<file path="src/rtl/blockc_see_tx_if.sv">
// Valid/ready handshake channel: the source drives vld/data, the sink answers with rdy.
interface rdy_vld_if #(
  parameter int DATA_W = 32
);
  logic              vld;
  logic              rdy;
  logic [DATA_W-1:0] data;

  modport src (output vld, output data, input rdy);
  modport dst (input vld, input data, output rdy);
endinterface

</file>
<file path="src/rtl/blockc_see_tx.sv">
// Buffered transmitter: a local producer fills a circular buffer that is drained
// over the see valid/ready channel, gated by en, with a running transfer count.
module blockc_see_tx #(
  parameter int DATA_W = 32,
  parameter int DEPTH  = 4
) (
  input  logic                     clk,
  input  logic                     rst_n,
  rdy_vld_if.src                   see,
  input  logic                     in_vld,
  input  logic [DATA_W-1:0]        in_data,
  output logic                     in_rdy,
  input  logic                     en,
  output logic [$clog2(DEPTH):0]   level,
  output logic [15:0]              sent_cnt
);

  localparam int AW = $clog2(DEPTH);
  localparam int LW = AW + 1;

  typedef enum logic {IDLE = 1'b0, PRESENT = 1'b1} state_t;

  state_t            state_q, state_d;
  logic [AW-1:0]     wptr_q, wptr_d;
  logic [AW-1:0]     rptr_q, rptr_d;
  logic [LW-1:0]     level_q, level_d;
  logic [15:0]       sent_q, sent_d;
  logic [DATA_W-1:0] mem [DEPTH];

  logic push;
  logic pop;

  assign in_rdy   = (level_q != LW'(DEPTH));
  assign push     = in_vld && in_rdy;
  assign pop      = (state_q == PRESENT) && see.rdy;
  assign level    = level_q;
  assign sent_cnt = sent_q;

  // The head entry cannot be overwritten while presented (writes only land
  // in free slots), so driving data straight from the array keeps it stable.
  assign see.vld  = (state_q == PRESENT);
  assign see.data = (state_q == PRESENT) ? mem[rptr_q] : '0;

  always_comb begin
    state_d = state_q;
    wptr_d  = wptr_q;
    rptr_d  = rptr_q;
    level_d = level_q;
    sent_d  = sent_q;

    if (push) wptr_d = wptr_q + 1'b1;
    if (pop) begin
      rptr_d = rptr_q + 1'b1;
      sent_d = sent_q + 16'd1;
    end
    if (push && !pop)      level_d = level_q + 1'b1;
    else if (!push && pop) level_d = level_q - 1'b1;

    case (state_q)
      IDLE: begin
        if (en && (level_q != '0)) state_d = PRESENT;
      end
      PRESENT: begin
        if (see.rdy && (((level_q == LW'(1)) && !push) || !en)) state_d = IDLE;
      end
      default: state_d = IDLE;
    endcase
  end

  always_ff @(posedge clk) begin
    if (!rst_n) begin
      state_q <= IDLE;
      wptr_q  <= '0;
      rptr_q  <= '0;
      level_q <= '0;
      sent_q  <= '0;
    end else begin
      state_q <= state_d;
      wptr_q  <= wptr_d;
      rptr_q  <= rptr_d;
      level_q <= level_d;
      sent_q  <= sent_d;
    end
  end

  always_ff @(posedge clk) begin
    if (push) mem[wptr_q] <= in_data;
  end

endmodule

</file>
<file path="src/flat_wrapper.sv">
// flat-port wrapper written by rule: the top's interface ports become plain ports
module blockc_see_tx_flat 
#(
  parameter int DATA_W = 32,
  parameter int DEPTH  = 4
)
  (clk, rst_n, in_vld, in_data, in_rdy, en, level, sent_cnt, see_vld, see_data, see_rdy);
  rdy_vld_if #(.DATA_W(DATA_W)) see_i ();
  input  logic clk;
  input  logic rst_n;
  input  logic in_vld;
  input  logic [DATA_W-1:0] in_data;
  output logic in_rdy;
  input  logic en;
  output logic [$clog2(DEPTH):0] level;
  output logic [15:0] sent_cnt;
  output wire logic [$bits(see_i.vld)-1:0] see_vld;
  output wire logic [$bits(see_i.data)-1:0] see_data;
  input wire logic [$bits(see_i.rdy)-1:0] see_rdy;
  assign see_vld = see_i.vld;
  assign see_data = see_i.data;
  assign see_i.rdy = see_rdy;
  blockc_see_tx #(.DATA_W(DATA_W), .DEPTH(DEPTH)) u_core (.clk(clk), .rst_n(rst_n), .see(see_i), .in_vld(in_vld), .in_data(in_data), .in_rdy(in_rdy), .en(en), .level(level), .sent_cnt(sent_cnt));
endmodule
</file>
<file path="config.mk">
export PLATFORM = sky130hd
export DESIGN_NAME = blockc_see_tx_flat
export DESIGN_NICKNAME = d
export VERILOG_FILES = /design/src/rtl/blockc_see_tx_if.sv /design/src/rtl/blockc_see_tx.sv /design/src/flat_wrapper.sv
export SDC_FILE = /design/constraint.sdc
export NUM_CORES = 1
export LEC_CHECK = 0
export CORE_MARGIN = 2
export CORE_UTILIZATION = 48
export DETAILED_ROUTE_END_ITERATION = 8
export HOLD_SLACK_MARGIN = 0.06
export PLACE_DENSITY_LB_ADDON = 0.3
export SYNTH_ARGS = -nofsm -noshare
export SYNTH_HDL_FRONTEND = slang
export SYNTH_SLANG_ARGS = --single-unit
</file>
<file path="constraint.sdc">
create_clock -name clk -period 2.9 [get_ports clk]
set_input_delay 0.435 -clock clk [delete_from_list [all_inputs] [get_ports clk]]
set_output_delay 0.435 -clock clk [all_outputs]
set_load 0.005 [all_outputs]
</file>
=== After elaboration in Yosys (flattened, before gate mapping) ===
Memories as Yosys holds them, arrays and structs flattened. A register that Yosys moved wholly into a read port is not among the register bits.
Cells that the tools add are included.

* Memories: 1
* Word-level logic and storage cells: 37
* Memory bits (writable): 128
* Flip-flop bits (word level): 24

{| class="wikitable"
|+ Memories
! memory !! depth !! width !! rd ports !! clocked after memory_dff !! wr ports !! line !! source
|-
| u_core.mem || 4 || 32 || 1 || 1 || 1 || blockc_see_tx.sv:28 || <nowiki>logic [DATA_W-1:0] mem [DEPTH];</nowiki>
|}

* Equality and inequality tests: 2
* Reductions and logical operators: 13
* Add/sub/neg operators: 5
* Muxes and demuxes: 10
* Bitwise logic cells: 1

{| class="wikitable"
|+ Operators by type and width
! cell !! count
|-
| $mux W32 || 1
|-
| $add A16 B1 Y16 const B || 1
|-
| $logic_and A1 B1 Y1 || 7
|-
| $mux W3 || 2
|-
| $add A2 B1 Y2 const B || 2
|-
| $mux W1 || 4
|-
| $mux W2 || 2
|-
| $add A3 B1 Y3 const B || 1
|-
| $eq A3 B1 Y1 const B || 1
|-
| $logic_not A1 Y1 || 3
|-
| $ne A3 B3 Y1 const B || 1
|-
| $reduce_bool A3 Y1 || 1
|-
| $sub A3 B1 Y3 const B || 1
|-
| $pmux W1 S2 || 1
|-
| $reduce_bool A2 Y1 || 1
|-
| $logic_or A1 B1 Y1 || 1
|-
| $not A1 Y1 || 1
|}

=== Logic depth before layout (Yosys ltp) ===
* Depth in word-level cells: 8
* Depth in mapped cells: 8
* Depth with buffers taken out: 8

=== Least setup slack after synthesis ===
OpenSTA, ideal clock, no wires.

* Path type: register to register
* Start: reg u_core.level_q[0], in the netlist u_core.level[0]
* End: mem u_core.mem[0][0], enable pin
* Period minus slack after synthesis: 2.318 ns
* Data arrival time: 1.926 ns
* Path buffers: 0
* Library setup time: 0.392 ns
* Required time: 2.508 ns
* Path slack: 0.582 ns
* Cell stages (with the launch flop): 5
* Path through: dfxtp_1 inv_1 ha_1 a21boi_1 and2_1

* Word-level cells in the longest chain between the ends: 4

{| class="wikitable"
|+ Ends and longest elaborated chain
! what !! line !! source
|-
| start, declared || blockc_see_tx.sv:26 || <nowiki>logic [LW-1:0] level_q, level_d;</nowiki>
|-
| start signal, assigned || blockc_see_tx.sv:81 || <nowiki>level_q <= level_d;</nowiki>
|-
| $ne A3 B3 Y1 || blockc_see_tx.sv:33 || <nowiki>assign in_rdy = (level_q != LW'(DEPTH));</nowiki>
|-
| $logic_and A1 B1 Y1 || blockc_see_tx.sv:34 || <nowiki>assign push = in_vld && in_rdy;</nowiki>
|-
| via u_core.push || blockc_see_tx.sv:30 || <nowiki>logic push;</nowiki>
|-
| $mux W1 || blockc_see_tx.sv:87 || <nowiki>if (push) mem[wptr_q] <= in_data;</nowiki>
|-
| $mux W1 (not written as such) || blockc_see_tx.sv:87 ||
|-
| end, declared || blockc_see_tx.sv:28 ||
|}

The timed path passes the listed nets, and every way through them passes these cells.

==> flow_metrics.tcl <==
set metrics [dict create \
    ys_seq_area_frac 0.720 \
    placed_cell_area_um2 7230 \
    reg2regPathDepth 5 \
    min_path_type "reg2reg" \
    critPathKind "reg2out" \
    area_delta_synth_final_pct 29.4 \
    post-cts-setup-buffers 0 \
    grt_usage 0.179 \
    postLayoutCellArea_um2 7840 \
    netlist_instances 345 \
    rsz0062_at_grt "no" \
    end_kind "output pin" \
    r2r_slack_ns 0.61 \
    power_density_nw_per_um2 784 \
    rows 41 \
    max_freq_ghz 0.371 \
    r2r_start "u_core.level[0]" \
    slew_viol_final 0 \
    first_pass_iters 4 \
    setup_violations 0 \
    vias_per_cell 5.17 \
    syn_avg_cell_area_um2 17.6 \
    core-area_um2 12500 \
    diodes 0 \
    ctsHoldBuffers 0 \
    grt_pass1_wl_mm 17.3 \
    fin_skew_ns 0.0116 \
    grt_max_degree 33 \
    worst_ir_drop_vdd_mv 0.394 \
    dp_hpwl_mm 7.14 \
    cts_buffer_depth 2 \
    worst_pin_slew_ns 0.706 \
    hp-start "u_core.sent_cnt[15]" \
    wl_mm 11.3 \
    port_buffers 89 \
    die_area_um2 13500 \
    ys_types 29 \
    critPathMaxFanout 17 \
    worstHoldPathCells 2 \
    yosys_warnings 0 \
    grt_pass1_vias 3308 \
    yosysTopAreaCell "edfxtp_1" \
    timing.final.crit_share 0.928 \
    drtAntennaViolNets 0 \
    synth_top_area_frac 0.634 \
    via_count 3275 \
    cts_root_buf "clkbuf_16" \
    wl_per_cell_um 17.9 \
    cp.arrival_ns 2.26 \
    tns_ns 0 \
    p_leak_nw 2.57 \
    cts_resized 0 \
    start_util 0.486 \
    syn_area_um2 6060 \
    hold_viol_final 0 \
    ys_seq_elements 154 \
    crit_required_ns 2.47 \
    synth_fp_nets 392 \
    clock_latency_ns 0.42 \
    nNetsFinal 495 \
    period_needed_ns 2.69 \
    min_to "u_core.sent_cnt[15]" \
    outcome "finished, final reports clean" \
    final_layout_size_suffix_gt1_frac 0.167 \
    drc 0 \
    clk_pin_slew_ns 0.06 \
    maxCapViolCount 0 \
    cts_tree "yes" \
    critPathLaunchType "flop" \
    h-tree-depth 4 \
    gp_congestion 0.776 \
    synth.area.top_cells "edfxtp_1 63%, mux4_2 12%, dfxtp_1 8.6%, and2_1 3.7%, ha_1 2.1%" \
    timing.rr.end "u_core.mem[3][22]" \
    overflow 0 \
    die_h_um 116 \
    drt_iter0_drc 205 \
    numCtsBuffers 17 \
    pin_count 90 \
    die_w_um 116 \
    clock-sinks 154 \
    grt_antenna_before_repair 0 \
    slew_headroom 0.529 \
]
-- metal layers --
layer / wire length, um / global-route usage / part of all wire
met1: 4890 / 0.219 / 0.43
met2: 5790 / 0.295 / 0.51
met3: 503 / 0.0618 / 0.044
met4: 155 / 0.0690 / 0.014
met5: 0 / 0 / 0
-- registers in the layout, summed over array words and instances (netlist names), named ones only --
register / cells
u_core.see.vld: 1
u_core.mem: 128
u_core.wptr_q: 2
u_core.level: 3
u_core.sent_cnt: 16
u_core.rptr_q: 2
-- report_power, final --
part | internal (W) | switching [W] | leakage, nW
registers | 0.00266 | 0.000111 | 1.39
logic | 0.000629 | 0.000496 | 0.898
clock network | 0.00143 | 0.000823 | 0.284
-- per-stage QoR --
stage | hold slack (ns) | utilization | cells | total power [W] | setup WS, ns
floorplan | 0.459 | - | 345 | 0.00339 | 0.582
global placement | 0.456 | 0.580 | 601 | 0.00392 | 0.532
detailed placement | 0.481 | 0.580 | 601 | 0.00395 | 0.460
CTS | 0.490 | 0.629 | 633 | 0.00621 | 0.133
global route | 0.515 | 0.629 | 633 | 0.00641 | 0.0731
finish | 0.479 | 0.629 | 633 | 0.00615 | 0.208
-- logic make-up after synthesis --
logic type,share of synthesized area
flops,0.720
simple gates,0.0885
mux,0.122
buf+inv,0.0140
xor+xnor,0.0231
compound gates,0.0116
fa+ha+maj,0.0206
-- cells in the final DEF, fill, tap and decap left out, types with 7 or more instances in the layout --
cell type	count
a21oi_1	8
nand2_1	10
nand4_1	7
edfxtp_1	128
nor2_1	21
ha_1	10
clkbuf_16	17
nand3_1	8
mux4_2	32
and2_1	32
xor2_1	12
dfxtp_1	24
clkdlybuf4s50_1	89
-- critical path, cell delays in order, from the launching register on --
cell and delay [ns]:
dfxtp_2 0.33, buf_4 0.32, mux4_2 0.58, and2_1 0.18
clkdlybuf4s50_1 0.44
-- layout make-up --
class / count / area [um^2]
Inverter: 5 / 18.8
Clock inverter: 13 / 176
Fill cell: 903 / 4620
Timing Repair Buffer: 99 / 1020
Sequential cell: 154 / 4370
Tap cell: 172 / 215
Clock buffer: 19 / 433
Multi-Input combinational cell: 171 / 1620
-- worst max path at each step --
stage / startpoint / endpoint / slack [ns] / cells past startpoint
5_1_grt: flop / see_data[31] / 0.07 / 4
2_1_floorplan: u_core.level[0] / u_core.mem[0][0] / 0.58 / 4
6_report: flop / see_data[31] / 0.21 / 4
3_3_place_gp: in_vld / u_core.mem[2][27] / 0.53 / 4
3_5_place_dp: in_vld / u_core.mem[3][27] / 0.46 / 4
4_1_cts: flop / see_data[31] / 0.13 / 4
-- synthesized netlist by cell type --
cell type and number:
edfxtp_1 128, and2_1 36, mux4_2 32, dfxtp_1 26
nor2_1 21, xor2_1 12, ha_1 10, nand2_1 10
a21oi_1 8, clkbuf_1 8, nand3_1 8, nand4_1 7
buf_2 5, inv_1 5, nor4_1 4, xnor2_1 4
and4_1 3, o21ai_0 3, mux2i_1 2, nand2b_1 2
nor3_1 2, or3_1 2, a21boi_1 1, buf_1 1
buf_4 1, nand3_2 1, nand3b_1 1, o31ai_1 1
or4_1 1
No activity file was read; power rests on OpenSTA's default activity.
